**config.mk**
```make
export PLATFORM = sky130hd
export DESIGN_NAME = sv_pulse_gen6
export DESIGN_NICKNAME = d
export VERILOG_FILES = /design/src/rtl/sv_pulse_gen6.sv
export SDC_FILE = /design/constraint.sdc
export NUM_CORES = 1
export LEC_CHECK = 0
export ABC_CLOCK_PERIOD_IN_PS = 2120
export CAP_MARGIN = 20
export CORE_MARGIN = 3
export CORE_UTILIZATION = 40
export CTS_BUF_LIST = sky130_fd_sc_hd__clkbuf_16
export CTS_CLUSTER_DIAMETER = 30
export DETAILED_ROUTE_END_ITERATION = 12
export MAX_ROUTING_LAYER = met4
export PLACE_DENSITY = 0.61
export SLEW_MARGIN = 20
export SYNTH_ARGS = -nofsm -noshare
export SYNTH_HDL_FRONTEND = slang
export SYNTH_SLANG_ARGS = --single-unit
```
**constraint.sdc**
```tcl
create_clock -name clk -period 2.12 [get_ports clk]
set_input_delay 0.318 -clock clk [delete_from_list [all_inputs] [get_ports clk]]
set_output_delay 0.318 -clock clk [all_outputs]
set_load 0.02 [all_outputs]
```
**src/rtl/sv_pulse_gen6.sv**
```systemverilog
// Transmit side of the SV transition interface: one clean high pulse per command, then a forced low gap.
// Optional burst repeat is enabled by defining SVGEN_REPEAT_EN (adds cmd_repeat input).
module sv_pulse_gen6 #(
  parameter int WIDTH  = 6,
  parameter int HOLD_W = 8,
  parameter int GUARD  = 2
) (
  input  logic              clk,
  input  logic              rst,
  input  logic              cmd_valid,
  output logic              cmd_ready,
  input  logic [WIDTH-1:0]  cmd_mask,
  input  logic [HOLD_W-1:0] cmd_hold,
`ifdef SVGEN_REPEAT_EN
  input  logic [3:0]        cmd_repeat,
`endif
  output logic [WIDTH-1:0]  SV,
  output logic              busy,
  output logic              done
);

  typedef enum logic [1:0] {
    IDLE = 2'd0,
    HIGH = 2'd1,
    LOW  = 2'd2
  } state_e;

  localparam logic [HOLD_W-1:0] GUARD_M1 = HOLD_W'(GUARD - 1);

  state_e              state_q, state_d;
  logic [WIDTH-1:0]    sv_q, sv_d;
  logic [HOLD_W-1:0]   cnt_q, cnt_d;
  logic                done_q, done_d;
  logic                busy_q, busy_d;
  logic                accept_s;
  logic [HOLD_W-1:0]   hold_m1_s;
`ifdef SVGEN_REPEAT_EN
  logic [WIDTH-1:0]    mask_q, mask_d;
  logic [HOLD_W-1:0]   hold_m1_q, hold_m1_d;
  logic [3:0]          rep_q, rep_d;
`endif

  assign cmd_ready = (state_q == IDLE);
  assign accept_s  = cmd_valid & cmd_ready;
  // A hold of zero behaves like a hold of one.
  assign hold_m1_s = (cmd_hold == '0) ? '0 : (cmd_hold - HOLD_W'(1));

  assign SV   = sv_q;
  assign busy = busy_q;
  assign done = done_q;

  // Next-state and next-output decode for the pulse FSM.
  always_comb begin
    state_d = state_q;
    sv_d    = sv_q;
    cnt_d   = cnt_q;
    done_d  = 1'b0;
`ifdef SVGEN_REPEAT_EN
    mask_d    = mask_q;
    hold_m1_d = hold_m1_q;
    rep_d     = rep_q;
`endif
    case (state_q)
      IDLE: begin
        if (accept_s) begin
`ifdef SVGEN_REPEAT_EN
          mask_d    = cmd_mask;
          hold_m1_d = hold_m1_s;
          rep_d     = cmd_repeat;
`endif
          if (cmd_mask != '0) begin
            state_d = HIGH;
            sv_d    = cmd_mask;
            cnt_d   = hold_m1_s;
          end else begin
            done_d  = 1'b1;
          end
        end else begin
          state_d = IDLE;
        end
      end
      HIGH: begin
        if (cnt_q == '0) begin
          state_d = LOW;
          sv_d    = '0;
          cnt_d   = GUARD_M1;
        end else begin
          cnt_d   = cnt_q - HOLD_W'(1);
        end
      end
      LOW: begin
        if (cnt_q == '0) begin
`ifdef SVGEN_REPEAT_EN
          if (rep_q != 4'd0) begin
            state_d = HIGH;
            sv_d    = mask_q;
            cnt_d   = hold_m1_q;
            rep_d   = rep_q - 4'd1;
          end else begin
            state_d = IDLE;
            done_d  = 1'b1;
          end
`else
          state_d = IDLE;
          done_d  = 1'b1;
`endif
        end else begin
          cnt_d   = cnt_q - HOLD_W'(1);
        end
      end
      default: begin
        state_d = IDLE;
        sv_d    = '0;
        cnt_d   = '0;
      end
    endcase
    busy_d = (state_d != IDLE);
  end

  // State and output registers; reset clears SV without waiting for a clock edge.
  always_ff @(posedge clk or posedge rst) begin
    if (rst) begin
      state_q <= IDLE;
      sv_q    <= '0;
      cnt_q   <= '0;
      done_q  <= 1'b0;
      busy_q  <= 1'b0;
`ifdef SVGEN_REPEAT_EN
      mask_q    <= '0;
      hold_m1_q <= '0;
      rep_q     <= 4'd0;
`endif
    end else begin
      state_q <= state_d;
      sv_q    <= sv_d;
      cnt_q   <= cnt_d;
      done_q  <= done_d;
      busy_q  <= busy_d;
`ifdef SVGEN_REPEAT_EN
      mask_q    <= mask_d;
      hold_m1_q <= hold_m1_d;
      rep_q     <= rep_d;
`endif
    end
  end

endmodule

```
==> flow_metrics.py <==
metrics = {
    "yosys": {
        "synth-edff-count": 0,
        "avgSynthCellArea_um2": 9.21,
        "synthesis.nets": 161,
        "synthTopCellsByArea": "dfrtp_1, mux2i_1, inv_1",
        "synth_top_area_share_pct": 35.0,
        "yosysTopAreaCell": "dfrtp_1",
        "synth_area_mm2": 0.00129,
        "ys_seq_area_share_pct": 35.0,
        "yosysWarnings": 0,
        "ys.flop_type": "dfrtp_1",
        "yosys.cell_types.count": 48,
        "async_flop_share_pct": 100,
        "synth.ff_latch_count": 18,
        "postSynthCellCount": 140,
    },
    "global_routing": {
        "antenna_found_initial": 0,
        "grt_max_degree": 19,
        "grt_overflow_total": 0,
        "grt_util_all_layers_pct": 17.6,
        "first_global_vias": 1244,
        "grt_pass1_wl_um": 5510,
    },
    "setup_path": {
        "rrSetupSlack_ps": 230,
        "crit_type": "flip-flop to output port",
        "startpoint": "state_q[0]",
        "arrival_ps": 1640,
        "path_max_fanout": 10,
        "worstPathRequired_ps": 1800,
        "path_delay_family": "buffers and inverters",
        "cp_num_buf_inv": 1,
        "crit_path_start_kind": "flip-flop",
        "end_kind": "output port",
        "crit_chain": "nor2_1, clkdlybuf4s50_1",
        "worstReg2RegStart": "cnt_q[1]",
        "critPathMaxStageDelay_ps": 640,
        "crit_slowest_cell": "clkdlybuf4s50_1",
        "rr_worst_depth": 6,
        "r2r_end": "cnt_q[2]",
    },
    "power": {
        "p_leak_nw": 0.729,
        "powerDensity_mw_per_mm2": 1340,
        "max-vdd-ir-drop_v": 0.000664,
    },
    "drt": {
        "drt-vias-per-instance": 5.60,
        "drt_pre_antenna_iters": 4,
        "wire_per_inst_um": 14.1,
        "drt-initial-drc-count": 71,
        "ant_nets": 0,
        "wirelength_um": 3170,
        "drc_errors": 0,
        "vias": 1261,
    },
    "sta": {
        "relSlewSlack_pct": 53.1,
        "finalHoldViolations": 0,
        "fmax_mhz": 511,
        "setup_viol": 0,
        "skew_ps": 3.29,
        "min_period_ps": 1960,
        "min_period_over_period_pct": 92.2,
        "rsz0062_at_grt": "no",
        "maxSlewViolCount": 0,
        "worstMarginPinSlew_ps": 703,
    },
    "die": {
        "num_rows": 19,
        "die_h_um": 62.8,
        "start_util_pct": 44.4,
        "die_width_um": 62.8,
        "die_area_mm2": 0.00394,
        "core_area_mm2": 0.00290,
        "io_pins": 26,
    },
    "placed_design": {
        "hpwl_um": 2540,
        "portBuffers": 25,
        "placed_area_mm2": 0.00170,
        "gp_congestion": 0.875,
    },
    "cts": {
        "cts_resized": 0,
        "clkSinkCount": 18,
        "clockRootBuffer": "clkbuf_16",
        "clk_pin_slew_ps": 50,
        "insertion_delay_ps": 240,
        "numCtsBuffers": 3,
        "hold_buffers": 0,
        "cts_tree": "yes",
        "h-tree-depth": 1,
        "cts_buffer_depth": 2,
        "cts_setup_buffers": 0,
    },
    "finish": {
        "stdcell_area_mm2": 0.00178,
        "area_delta_synth_final_pct": 38.3,
        "nNetsFinal": 205,
        "final_util_pct": 61.4,
        "num_antenna_cells": 0,
        "drive_gt1_share_pct": 18.0,
    },
    "hold_path": {
        "hold_class": "primary input to asynchronous set/reset pin",
    },
    "job": {
        "cap_violations": 0,
    },
    "outcome": {
        "status": "finished clean",
    },
}
worst register-to-register path, stage by stage (launching register included):
cell and delay, ps:
dfrtp_1 430, inv_1 120, ha_1 190, nand4bb_1 250
o21ai_2 390, o22ai_1 150, a22o_1 240
worst max-delay path by stage:
stage	endpoint	slack (ps)	depth (start not counted)
2_1_floorplan	cnt_q[2]	380	7
3_3_place_gp	cnt_q[3]	-20	7
3_5_place_dp	cnt_q[3]	-50	7
4_1_cts	cmd_ready	160	2
5_1_grt	cmd_ready	90	2
6_report	cmd_ready	160	2
layout make-up:
| type | instances | area [um2] |
|---|---|---|
| Timing Repair Buffer | 44 | 393 |
| Inverter | 15 | 56.3 |
| Clock buffer | 3 | 75.1 |
| Sequential cell | 18 | 450 |
| Multi-Input combinational cell | 102 | 751 |
| Fill cell | 250 | 1120 |
| Clock inverter | 1 | 3.75 |
| Tap cell | 42 | 52.6 |
cell families (layout without fill, tap and decap cells):
family	Yosys count	in the layout	synth area share, %
xor gates and xnor gates	4	4	2.72
buffers and inverters	20	63	6.80
AOI/OAI and AO/OA	35	35	21.1
DFF	18	18	35.0
and+or+nand+nor	51	51	24.3
adders and majority gates	4	4	3.88
muxes	8	8	6.31
placed cells by master (no fill, tap or decap), types with 6 or more instances in the layout:
master / count
clkdlybuf4s50_1: 25
buf_4: 19
dfrtp_1: 18
inv_1: 15
nor2_1: 10
o22ai_1: 9
nor3_1: 7
nand2_1: 7
mux2i_1: 7
a22o_1: 6
flip-flops by register name (all words and copies together), names as in the netlist:
signal and count:
SV 6, busy 1, cnt_q 8, done 1, state_q 2
metrics by stage:
stage	cells	hold WS (ps)	worst slack [ps]	power [mW]	TNS, ps
2_1_floorplan	140	257	379	1.57	0
5_1_grt	225	559	87.3	2.58	0
4_1_cts	225	517	164	2.39	0
6_report	225	492	165	2.39	0
3_5_place_dp	221	510	-49.9	2.01	-88.9
3_3_place_gp	221	505	-16.1	1.99	-16.1
report_power, final:
group	total, mW	switching, mW	internal (mW)
registers	0.661	0.162	0.500
logic	1.35	0.696	0.658
clock network	0.371	0.121	0.250
cells in the mapped netlist (2+ instances only):
master,count
dfrtp_1,18
inv_1,15
nor2_1,10
o22ai_1,9
mux2i_1,7
nand2_1,7
nor3_1,7
a22o_1,6
nand4_1,5
a21oi_1,4
ha_1,4
nand3_1,4
nor2b_1,3
or3_1,3
xnor2_1,3
o21ai_2,2
o32ai_1,2
layer usage:
layer	part of all wire, %	vias to the layer above	GRT usage [%]	routed length, um
met4	1.6	0	7.71	51
met3	5.3	4	2.88	169
met5	0	-	-	0
met1	46	605	21.7	1440
li1	-	609	-	-
met2	47	43	28.5	1500
(Power assumes the default switching activity.)
